File: config.mk
export PLATFORM = sky130hd
export DESIGN_NAME = mac_dot_seq_ctrl
export DESIGN_NICKNAME = d
export VERILOG_FILES = /design/src/rtl/mac_dot_seq_ctrl.sv
export SDC_FILE = /design/constraint.sdc
export NUM_CORES = 1
export LEC_CHECK = 0
export ABC_AREA = 1
export CAP_MARGIN = 20
export CELL_PAD_IN_SITES_DETAIL_PLACEMENT = 0
export CELL_PAD_IN_SITES_GLOBAL_PLACEMENT = 2
export CORE_MARGIN = 2
export CORE_UTILIZATION = 25
export DETAILED_ROUTE_END_ITERATION = 7
export PLACE_DENSITY = 0.72
export SLEW_MARGIN = 10
export SYNTH_ARGS = -nofsm -noshare
export SYNTH_HDL_FRONTEND = slang
export SYNTH_SLANG_ARGS = --single-unit
File: constraint.sdc
create_clock -name clock -period 2.8 [get_ports clock]
set_input_delay 0.28 -clock clock [delete_from_list [all_inputs] [get_ports clock]]
set_output_delay 0.28 -clock clock [all_outputs]
set_load 0.02 [all_outputs]
File: src/rtl/mac_dot_seq_ctrl.sv
// rtl/mac_dot_seq_ctrl.sv - dot-product sequencer driving one uint8 MAC lane; optional counters via MAC_DOT_SEQ_PERF_EN
module mac_dot_seq_ctrl #(
  parameter int ADDR_W = 12,
  parameter int LEN_W  = 12
) (
  input  logic              clock,
  input  logic              reset_n,
  input  logic              start,
  input  logic [LEN_W-1:0]  vec_len,
  input  logic [ADDR_W-1:0] act_base,
  input  logic [ADDR_W-1:0] wgt_base,
  input  logic              abort,
  output logic              busy,
  output logic              act_rd_en,
  output logic [ADDR_W-1:0] act_rd_addr,
  output logic              wgt_rd_en,
  output logic [ADDR_W-1:0] wgt_rd_addr,
  output logic              mac_clear,
  output logic              mac_enable,
  input  logic [31:0]       mac_acc,
  output logic [31:0]       result_data,
  output logic              result_valid,
  input  logic              result_ready
`ifdef MAC_DOT_SEQ_PERF_EN
  ,
  output logic [31:0]       perf_ops,
  output logic [31:0]       perf_busy_cycles
`endif
);

  typedef enum logic [2:0] {
    S_IDLE,
    S_CLEAR,
    S_STREAM,
    S_DRAIN,
    S_CAPTURE,
    S_OUTPUT
  } state_t;

  state_t            state;
  state_t            state_nxt;
  logic [LEN_W-1:0]  len_q;
  logic [LEN_W-1:0]  idx_q;
  logic [LEN_W-1:0]  idx_inc;
  logic [ADDR_W-1:0] act_base_q;
  logic [ADDR_W-1:0] wgt_base_q;
  logic              rd_issue;
  logic              accept;
  logic              capture;
  logic              handshake;

  assign idx_inc = idx_q + LEN_W'(1);

  always_ff @(posedge clock or negedge reset_n) begin
    if (!reset_n) begin
      state <= S_IDLE;
    end else begin
      state <= state_nxt;
    end
  end

  always_comb begin
    state_nxt    = state;
    rd_issue     = 1'b0;
    mac_clear    = 1'b0;
    result_valid = 1'b0;
    accept       = 1'b0;
    capture      = 1'b0;
    handshake    = 1'b0;
    case (state)
      S_IDLE: begin
        if (start) begin
          accept    = 1'b1;
          state_nxt = S_CLEAR;
        end
      end
      S_CLEAR: begin
        mac_clear = 1'b1;
        rd_issue  = (len_q != '0);
        state_nxt = (len_q > LEN_W'(1)) ? S_STREAM : S_DRAIN;
      end
      S_STREAM: begin
        rd_issue = 1'b1;
        if (idx_inc == len_q) begin
          state_nxt = S_DRAIN;
        end
      end
      S_DRAIN: begin
        state_nxt = S_CAPTURE;
      end
      S_CAPTURE: begin
        capture   = 1'b1;
        state_nxt = S_OUTPUT;
      end
      S_OUTPUT: begin
        result_valid = 1'b1;
        if (result_ready) begin
          handshake = 1'b1;
          state_nxt = S_IDLE;
        end
      end
      default: begin
        state_nxt = S_IDLE;
      end
    endcase
    // abort outranks start, capture and the result handshake
    if (abort) begin
      state_nxt = S_IDLE;
      accept    = 1'b0;
      capture   = 1'b0;
      handshake = 1'b0;
    end
  end

  assign busy        = (state != S_IDLE);
  assign act_rd_en   = rd_issue;
  assign wgt_rd_en   = rd_issue;
  assign act_rd_addr = rd_issue ? (act_base_q + ADDR_W'(idx_q)) : '0;
  assign wgt_rd_addr = rd_issue ? (wgt_base_q + ADDR_W'(idx_q)) : '0;

  // mac_enable trails the read strobe by one cycle to line up with SRAM data
  always_ff @(posedge clock or negedge reset_n) begin
    if (!reset_n) begin
      len_q       <= '0;
      idx_q       <= '0;
      act_base_q  <= '0;
      wgt_base_q  <= '0;
      mac_enable  <= 1'b0;
      result_data <= '0;
    end else begin
      if (accept) begin
        len_q      <= vec_len;
        act_base_q <= act_base;
        wgt_base_q <= wgt_base;
        idx_q      <= '0;
      end else if (rd_issue) begin
        idx_q <= idx_inc;
      end
      mac_enable <= rd_issue & ~abort;
      if (capture) begin
        result_data <= mac_acc;
      end
    end
  end

`ifdef MAC_DOT_SEQ_PERF_EN
  always_ff @(posedge clock or negedge reset_n) begin
    if (!reset_n) begin
      perf_ops         <= '0;
      perf_busy_cycles <= '0;
    end else begin
      if (handshake) begin
        perf_ops <= perf_ops + 32'd1;
      end
      if (busy) begin
        perf_busy_cycles <= perf_busy_cycles + 32'd1;
      end
    end
  end
`endif

endmodule

==> results of run 1 <==
routing by layer:
layer  vias to the layer above  global-route usage (%)  part of all wire (%)
met4                         0                    4.18                   1.3
met2                       151                    25.7                    47
met5                         -                       0                     0
li1                       2188                       -                     -
met3                        13                    5.84                   8.8
met1                      2048                    17.7                    43
Yosys cell counts, drive strengths merged:
library cell    n  area [um^2]
nor4            1         6.26
inv            46          173
nor2           55          256
buf            12         73.8
a21o            4         30.0
mux2           32          360
o2111ai         2         17.5
xnor2           3         26.3
xor2           12          105
nand4           4         25.0
fa              2         40.0
o21bai          3         22.5
o22ai           5         31.3
xnor3           1         22.5
ha             24          300
a31oi           2         12.5
o21ai          35          175
nand2         169          642
dfrtp          84         2100
nand3          43          240
clkbuf          3         11.3
nor3            5         36.3
a21oi          28          140
kinds of logic after synthesis:
kind of cell / count (synthesis) / synth area share, %
and+or+nand+nor: 277 / 24.9
DFF: 84 / 43.3
AOI/OAI and AO/OA: 79 / 8.85
buffers and inverters: 61 / 5.31
muxes: 32 / 7.43
adders and majority gates: 26 / 7.02
xor gates and xnor gates: 16 / 3.17
worst min-delay path, cell delays in order:
cell                              delay, ps
sky130_fd_sc_hd__clkdlybuf4s50_1        390
sky130_fd_sc_hd__nand2_1                 60
sky130_fd_sc_hd__nand2_1                 40
worst max path at each step:
stage / from / endpoint / slack [ps] / depth (start not counted)
2_1_floorplan: idx_q[0]$_DFFE_PN0P_ / wgt_rd_addr[8] / 680 / 8
3_3_place_gp: idx_q[3]$_DFFE_PN0P_ / act_rd_addr[8] / 150 / 8
3_5_place_dp: idx_q[5]$_DFFE_PN0P_ / act_rd_addr[8] / 150 / 8
4_1_cts: state[2]$_DFFE_PN0P_ / wgt_rd_addr[2] / 10 / 8
5_1_grt: idx_q[2]$_DFFE_PN0P_ / wgt_rd_addr[9] / 7 / 9
6_report: idx_q[2]$_DFFE_PN0P_ / wgt_rd_addr[3] / 170 / 6
placed cells by master, fill, tap and decap left out, drive strengths merged:
cell,Yosys,final
dlymetal6s2s,0,3
dlygate4sd3,0,1
o22ai,5,5
o21ai,35,35
a21o,4,4
nand3,43,43
ha,24,24
bufinv,0,3
nand2,169,169
inv,46,50
dlygate4sd2,0,13
clkbuf,3,11
mux2,32,32
xnor3,1,1
xor2,12,12
buf,12,17
nor2,55,55
nor3,5,5
nor4,1,1
xnor2,3,3
a21oi,28,28
dfrtp,84,84
fa,2,2
a31oi,2,2
clkdlybuf4s50,0,115
o2111ai,2,2
nand4,4,4
o21bai,3,3
through the flow:
stage	area [um^2]	total power, uW	utilization [%]	cells	worst slack [ps]
6_report	6970	7460	36.9	987	166
5_1_grt	6970	8020	36.9	987	6.85
4_1_cts	6920	7500	36.6	987	14.0
3_5_place_dp	6560	6060	34.7	970	147
3_3_place_gp	6560	6060	34.7	970	146
2_1_floorplan	4850	4370	-	575	678
power breakdown:
part           switching, uW  internal (uW)  leakage (uW)
logic                   2190           1700       0.00199
registers                412           1710       0.00106
clock network            552            888      0.000173
state kept, by name, summed over array words and instances (netlist names):
name / flops
len_q: 12
wgt_base_q: 12
act_base_q: 12
result_data: 32
idx_q: 12
state: 3
mac_enable: 1
layout make-up:
type / count / area (um^2)
fillers: 1976 / 11900
multi-input cells: 430 / 2540
flip-flops and latches: 84 / 2110
repair buffers: 151 / 1470
well taps: 260 / 325
clock buffers: 9 / 225
inverters: 46 / 178
clock inverters: 7 / 128
repair_timing:
item / in CTS / in global routing
hold endpoints to repair: 41 / 0
gates cloned: 0 / 0
gates resized for setup: 21 / 21
hold buffers: 1 / 0
pin swaps: 0 / 1
setup endpoints to repair: 17 / 15
==> run metrics, run 1 <==
series of cell instances along the critical path=ha_2 > a21oi_1 > nand2_1 > xnor2_1 > nor2_1 > clkdlybuf4s50_1; global-route wire length before repair=23700 um; cell at the root of the clock tree=sky130_fd_sc_hd__clkbuf_16; mean cell area of the mapped netlist=8.43 um^2; Antenna Nets Post-Route=0; setup slack on the worst flop-to-flop path=840 ps; area growth from synthesis to layout=43.7%; Worst Hold Margin=466 ps; required time of the worst setup path=2520 ps; count of input and output buffers=134; share of the cycle needed by the critical path after routing=a little over nine tenths; RePlAce Congestion=0.826; count of final max-slew check failures=0; distinct cell type count of the synthesized netlist=32; placed wire-length estimate after detailed placement=about 11000 um; area of the die=20500 um^2; maximum net fanout on the critical path=6; Worst Setup Path Type=reg -> out; Remaining DRCs=0; clock tree from TritonCTS=built; Core ar.=18900 um^2; number of instances in the synthesized netlist=575; leakage=0.00323 uW; setup repair after global routing missed its margin=false; sequential share of the synthesized area=43.3%; max-capacitance violation count=0; data arrival time of the worst path=2350 ps; sum of routed wire length over all layers=14700 um; buffer and inverter count on the worst path=1; family of cells with the greatest summed delay on the critical path=buffers and inverters; Post-CTS Setup Bufs=0; antenna diode count=0; vias in the first global route=4564; type of element launching the critical path=register; hold path startpoint=wgt_base[2]; final setup fails=0; maximum VDD drop=0.000491 V; depth of the CTS H-tree=3; yosys warns=0; detailed router's first-iteration violation count=215; effective utilization at floorplan=25.7%; standard-cell rows=50; fraction of final layout cells sized beyond drive strength 1=between 10% and 20%; number of buffers between clock root and the deepest sink=2; per-cell routed wire length=about 15 um; slew at the pin with the worst max-slew slack=620 ps; crit path time final=2630 ps; clock net sink count=between 80 and 90; Critical Path Max Stage Delay=620 ps; x dimension of the die=143 um; worst hold endpoint=wgt_base_q[2]$_DFFE_PN0P_; final-layout setup total negative slack=0 ps; final global-route overflow total=0; capturing element type of the critical path=output port; number of CTS-inserted buffers=9; Max-slew headroom=between 50% and 60%; worst r2r src=idx_q[0]$_DFFE_PN0P_; reg2reg path depth=13; worst clock skew=10.2 ps; clock transition at the register clock pins on the worst setup and hold paths after CTS=60 ps; Net Count, Synth=674; Post-Synthesis Cell Area=between 4000 and 5000 um^2; fmax=approximately 380 MHz; antenna violations before repair=0; I/O Pins=135; number of search-and-repair iterations in the first detailed-routing pass=4; Clock Latency Late Sink=approximately 350 ps; pin count of the biggest net entering global routing=45; vias after detailed routing=4400; count of final hold-check violations=0; via-per-instance ratio=between 4 and 5; status=finished clean; vertical extent of the die=143 um; final layout net count=821; power density normalized to cell area=1070 nW/um^2; Reg-to-Reg End=state[0]$_DFFE_PN0P_; synthesis-stage register bit count=84; global-route usage over all layers=15.1%; critical-path cell with the highest stage delay=sky130_fd_sc_hd__clkdlybuf4s50_1; min-delay worst type=in -> reg; number of cells on the worst hold path=3
Note: power is estimated with default switching activity, not from simulation.
==> inputs of run 2 (changes only) <==
Settings changed: CAP_MARGIN 20 to not set, CTS_CLUSTER_DIAMETER set to 80.
Clock period 2.8 ns to 2.5 ns, I/O delays scaled along.
==> run metrics, run 2 (synthesis gave the netlist of run 1 again) <==
maximum net fanout on the critical path=4 (-2); series of cell instances along the critical path=ha_4 > nand2_1 > o21ai_0 > a21oi_1 > o21bai_1 > o21ai_0 > a21oi_1 > buf_4; Core ar.=18900 um^2 (unchanged); met1 capacity usage during global routing=18.0% (+0.34 points); Antenna Nets Post-Route=0 (unchanged); max-capacitance violation count=0 (unchanged); power density normalized to cell area=1200 nW/um^2 (+12%); crit path time final=between 2000 and 2500 ps; antenna violations before repair=0 (unchanged); per-cell routed wire length=14.7 um (-1.7%); count of input and output buffers=134 (unchanged); final cell area excluding filler cells=7290 um^2 (+4.6%); clock net sink count=84 (unchanged); number of buffers between clock root and the deepest sink=2 (unchanged); met3 Track Usage GR=5.94% (+0.10 points); fill cell total of the finished layout=1955 (-1.1%); max FFs per register=32 (unchanged); global-route usage over all layers=15.0% (about the same); Critical Path Max Stage Delay=480 ps (-140 ps); I/O Pins=135 (unchanged); fraction of final layout cells sized beyond drive strength 1=22.3% (+8.4 points); register ranked first by flip-flop count=result_data; status=finished clean; placed cell areas=6780 um^2 (+3.3%); final setup fails=0 (unchanged); commonest cells after routing, fill and taps aside=sky130_fd_sc_hd__nand2_1 (165), sky130_fd_sc_hd__clkdlybuf4s50_1 (107), sky130_fd_sc_hd__dfrtp_1 (79); final layout net count=852 (+3.8%); Clock Latency Late Sink=350 ps (about the same); commonest non-fill, non-tap cell in the layout=sky130_fd_sc_hd__nand2_1; area of the die=20500 um^2 (unchanged); placed wire-length estimate after detailed placement=11400 um (+1.5%); vias in the first global route=4570 (+0.13%); effective utilization at floorplan=25.7% (unchanged); sum of routed wire length over all layers=14900 um (+1.4%); number of search-and-repair iterations in the first detailed-routing pass=4 (unchanged); multi-input combinational cell area=2720 um^2 (+7.2%); detailed router's first-iteration violation count=110 (-49%); Worst Setup Path Type=reg -> out; maximum VDD drop=0.000500 V (+2.0%); number of CTS-inserted buffers=9 (unchanged); min-delay worst type=in -> reg; depth of the CTS H-tree=3 (unchanged); vias after detailed routing=4424 (+0.55%); Max-slew headroom=57.7% (-1.0 points); pin count of the biggest net entering global routing=47 (+4.4%); clock tree from TritonCTS=built; busiest layer in global routing=met2; x dimension of the die=143 um (unchanged); vertical extent of the die=143 um (unchanged); met2 Resource Use GR=25.9% (+0.25 points); data arrival time of the worst path=2140 ps (-210 ps); sequential cell area=2110 um^2 (+0.12%); global-route wire length before repair=23800 um (+0.35%); setup repair after global routing missed its margin=true; critical-path cell with the highest stage delay=sky130_fd_sc_hd__dfrtp_2; antenna diode count=0 (unchanged); RePlAce Congestion=0.852 (+3.1%); area growth from synthesis to layout=50.3%; required time of the worst setup path=2250 ps (-270 ps); standard-cell rows=50 (unchanged); slew at the pin with the worst max-slew slack=635 ps (+15.1 ps); final global-route overflow total=0 (unchanged); share of the cycle needed by the critical path after routing=95.5%; fmax=419 MHz; count of final hold-check violations=0 (unchanged); count of final max-slew check failures=0 (unchanged); clock transition at the register clock pins on the worst setup and hold paths after CTS=70 ps (about the same); Worst Hold Margin=440 ps (-26.0 ps); cell at the root of the clock tree=sky130_fd_sc_hd__clkbuf_16; leakage=0.00333 uW (+3.2%); Remaining DRCs=0 (unchanged); via-per-instance ratio=4.35 (-2.5%); worst clock skew=8.81 ps (-1.39 ps); type of element launching the critical path=register; capturing element type of the critical path=output port
-- run 2: changes by cell type in the layout (fill, tap and decap cells not counted), sizes merged --
| cell | change |
|---|---|
| clkdlybuf4s15 | +1 |
| buf | +39 |
| clkinv | +2 |
| clkbuf | +3 |
| bufinv | -2 |
| dlygate4sd2 | -3 |
| clkdlybuf4s50 | -8 |
| dlymetal6s2s | -1 |
-- run 2: worst paths after layout --
| check | start | to | slack (ps) | cells after the start |
|---|---|---|---|---|
| max in group asynchronous | reset_n | result_data[19]$_DFFE_PN0P_ | 1330 | 3 |
| worst max register to register | idx_q[0]$_DFFE_PN0P_ | state[0]$_DFFE_PN0P_ | 410 | 12 |
| worst max-delay path | idx_q[4]$_DFFE_PN0P_ | wgt_rd_addr[8] | 110 | 8 |
| worst min-delay path | wgt_base[2] | wgt_base_q[2]$_DFFE_PN0P_ | 440 | 3 |
| worst min register to register | act_base_q[9]$_DFFE_PN0P_ | act_base_q[9]$_DFFE_PN0P_ | 490 | 2 |
| min in group asynchronous | reset_n | result_data[8]$_DFFE_PN0P_ | 460 | 2 |
-- run 2: critical path: cells and delay by family, from the launching register on --
family                   cells  cell delay [ps]
AO/OA/AOI/OAI                5              780
flip-flops                   1              480
AND/OR/NAND/NOR              1               60
buffers and inverters        1              160
adder cells (fa/ha/maj)      1              310
-- run 2: per-stage QoR --
| step | std cells | total power (uW) | setup slack, ps | setup TNS, ps | utilization [%] |
|---|---|---|---|---|---|
| after global routing | 1018 | 9440 | -64.4 | -102 | 38.6 |
| final | 1018 | 8730 | 114 | 0 | 38.6 |
| after CTS | 1016 | 8630 | -55.5 | -70.1 | 37.9 |
| after global placement | 999 | 7150 | 0.240 | 0 | 35.9 |
| after detailed placement | 999 | 7160 | -49.8 | -68.8 | 35.9 |
| after floorplan | 575 | 4900 | 408 | 0 | - |
-- run 2: cell type report --
cell class	instances	area share (%)
timing repair buffer	182	22.7
inverter	46	2.40
clock buffer	9	3.09
multi-input combinational	430	37.3
sequential	84	28.9
tap	260	4.46
clock inverter	7	1.12
-- run 2: layer usage --
metal,up-vias,share of wire [%]
met5,-,0
met4,0,0.62
met3,7,7.7
met2,126,48
met1,2039,44
li1,2252,-
-- run 2: what timing repair did --
item                                    in CTS  in global routing
pin swaps                                    0                  6
setup buffers                                0                  2
resized for setup                           60                 49
endpoints found under the setup margin      26                 20
hold endpoints to repair                    43                  0
hold buffers                                 1                  0
-- run 2: where the power goes --
| group | leakage (uW) | internal (uW) | switching, uW | total [uW] |
|---|---|---|---|---|
| logic | 0.00212 | 2320 | 2590 | 4910 |
| registers | 0.00106 | 1920 | 493 | 2420 |
| clock network | 0.000153 | 792 | 610 | 1400 |
| total | 0.00333 | 5040 | 3690 | 8730 |
==> inputs of run 3 (changes only) <==
Settings changed: CELL_PAD_IN_SITES_DETAIL_PLACEMENT 0 to not set, CELL_PAD_IN_SITES_GLOBAL_PLACEMENT 2 to not set, CORE_MARGIN 2 to 10, PLACE_DENSITY 0.72 to 0.54.
==> run metrics, run 3 (synthesis gave the netlist of run 1 again) <==
clock transition at the register clock pins on the worst setup and hold paths after CTS=70 ps (about the same); total power=8670 uW (-0.71%); count of final max-slew check failures=0 (unchanged); count of input and output buffers=134 (unchanged); maximum net fanout on the critical path=3 (-1); leakage=0.00332 uW (-0.41%); commonest non-fill, non-tap cell in the layout=sky130_fd_sc_hd__nand2_1; per-cell routed wire length=15.5 um (+6.0%); area of the die=25400 um^2 (+24%); status=finished clean; standard-cell rows=50 (unchanged); internal cell power=4920 uW (-2.3%); Remaining DRCs=0 (unchanged); data arrival time of the worst path=2150 ps (about the same); max-capacitance violation count=0 (unchanged); Antenna Nets Post-Route=0 (unchanged); Setup WS post-layout=103 ps (-10.5 ps); fmax=417 MHz (-0.44%); switching power summed over all nets=3750 uW (+1.4%); required time of the worst setup path=2250 ps (about the same); I/O Pins=135 (unchanged); Core ar.=18900 um^2 (unchanged); min-delay worst type=in -> async; antenna diode count=0 (unchanged); power density normalized to cell area=1190 nW/um^2 (-0.68%); Max-slew headroom=66.4% (+8.7 points); type of element launching the critical path=register; fraction of final layout cells sized beyond drive strength 1=23.4% (+1.1 points); worst setup slack after placement=11.3 ps (+61.1 ps); RePlAce Congestion=0.855 (+0.39%); crit path time final=2400 ps (+10.5 ps); register ranked first by flip-flop count=result_data; non-filler instance count after layout=1015 (-0.29%); reg2reg path depth=13 (+1); Worst Setup Path Type=reg -> out; final layout net count=849 (-0.35%); via-per-instance ratio=4.36 (+0.34%); effective utilization at floorplan=25.7% (unchanged); max FFs per register=32 (unchanged); number of search-and-repair iterations in the first detailed-routing pass=4 (unchanged); detailed router's first-iteration violation count=148 (+35%); post-layout utilization of the core=38.6% (about the same); share of the cycle needed by the critical path after routing=95.9% (+0.42 points); Clock Latency Late Sink=360 ps (about the same); slew at the pin with the worst max-slew slack=504 ps (-131 ps); worst clock skew=6.61 ps (-2.19 ps); number of CTS-inserted buffers=9 (unchanged); Combinational Power Share=57.1% (+0.8 points); capturing element type of the critical path=output port; number of buffers between clock root and the deepest sink=2 (unchanged); sequential power share=27.9% (+0.2 points); vias after detailed routing=4426 (+0.045%); sum of routed wire length over all layers=15800 um (+5.7%); placed wire-length estimate after detailed placement=12200 um (+6.9%); clock share of power=15.0% (-1.1 points); pin count of the biggest net entering global routing=36 (-23%); vertical extent of the die=159 um (+11%); clock tree from TritonCTS=built; x dimension of the die=159 um (+11%); final global-route overflow total=0 (unchanged); global-route usage over all layers=12.3% (-2.8 points); cell at the root of the clock tree=sky130_fd_sc_hd__clkbuf_16; antenna violations before repair=0 (unchanged); maximum VDD drop=0.000579 V (+16%); vias in the first global route=4665 (+2.1%); final setup fails=0 (unchanged); commonest cells after routing, fill and taps aside=sky130_fd_sc_hd__nand2_1 (164), sky130_fd_sc_hd__clkdlybuf4s50_1 (107), sky130_fd_sc_hd__dfrtp_1 (76); setup repair after global routing missed its margin=true; area growth from synthesis to layout=50.3% (about the same); Worst Hold Margin=404 ps (-36.4 ps); count of final hold-check violations=0 (unchanged); depth of the CTS H-tree=3 (unchanged); clock net sink count=84 (unchanged); placed cell count=991 (-0.80%); setup slack on the worst flop-to-flop path=580 ps (+170 ps); global-route wire length before repair=25000 um (+5.0%); Switching Share=43.2% (+0.92 points)
[run 3: cell types whose count changed in the layout (fill, tap and decap cells not counted), sizes merged]
cell / change
bufinv: -1
dlygate4sd2: -4
dlymetal6s2s: +1
clkinvlp: +2
buf: -2
clkinv: -1
clkbuf: +2
[run 3: final timing paths]
kind / end / from
setup reg to reg: state[0]$_DFFE_PN0P_ / idx_q[0]$_DFFE_PN0P_
max in group asynchronous: result_data[29]$_DFFE_PN0P_ / reset_n
hold / removal: result_data[9]$_DFFE_PN0P_ / reset_n
hold reg to reg: wgt_base_q[8]$_DFFE_PN0P_ / wgt_base_q[8]$_DFFE_PN0P_
min in group clock: wgt_base_q[3]$_DFFE_PN0P_ / wgt_base[3]
setup / recovery: act_rd_addr[8] / idx_q[0]$_DFFE_PN0P_
[run 3: cell type report]
type / count / area [um^2]
Clock buffer: 9 / 225
Clock inverter: 7 / 57.6
Sequential cell: 84 / 2110
Timing Repair Buffer: 179 / 1640
Inverter: 46 / 175
Tap cell: 260 / 325
Multi-Input combinational cell: 430 / 2750
Fill cell: 1979 / 11600
[run 3: worst max-delay path, stage by stage (launching register included)]
cell and delay [ps]:
sky130_fd_sc_hd__dfrtp_1 380, sky130_fd_sc_hd__buf_4 120, sky130_fd_sc_hd__ha_2 170, sky130_fd_sc_hd__inv_1 50, sky130_fd_sc_hd__fa_2 330, sky130_fd_sc_hd__inv_2 90
sky130_fd_sc_hd__a21oi_2 60, sky130_fd_sc_hd__o21bai_1 210, sky130_fd_sc_hd__o21ai_1 80, sky130_fd_sc_hd__a21oi_1 130, sky130_fd_sc_hd__buf_4 160
[run 3: through the flow]
stage / TNS [ps] / instance area, um^2
final: 0 / 7290
after global routing: -75.5 / 7290
after CTS: -368 / 7080
after detailed placement: 0 / 6730
after global placement: 0 / 6730
after floorplan: 0 / 4850
[run 3: per-layer routing]
layer	GRT usage, %	up-vias	part of all wire (%)
met2	19.1	136	45
met4	2.57	0	0.84
met1	14.3	2028	43
li1	-	2250	-
met3	7.26	12	11
met5	0	-	0
[run 3: power groups by stage]
stage                     registers, uW  clock network (uW)  logic, uW
after floorplan                    2580                   0       2320
after global placement             2340                   0       4760
after detailed placement           2360                   0       4740
after CTS                          2360                1350       4730
after global routing               2490                1420       5490
final                              2420                1300       4950
[run 3: repair_timing]
item / in CTS / in global routing
setup endpoints to repair: 24 / 21
buffers inserted: 5 / 4
pin swaps: 1 / 7
hold buffers: 1 / 0
resized for setup: 60 / 71
hold endpoints to repair: 33 / 0
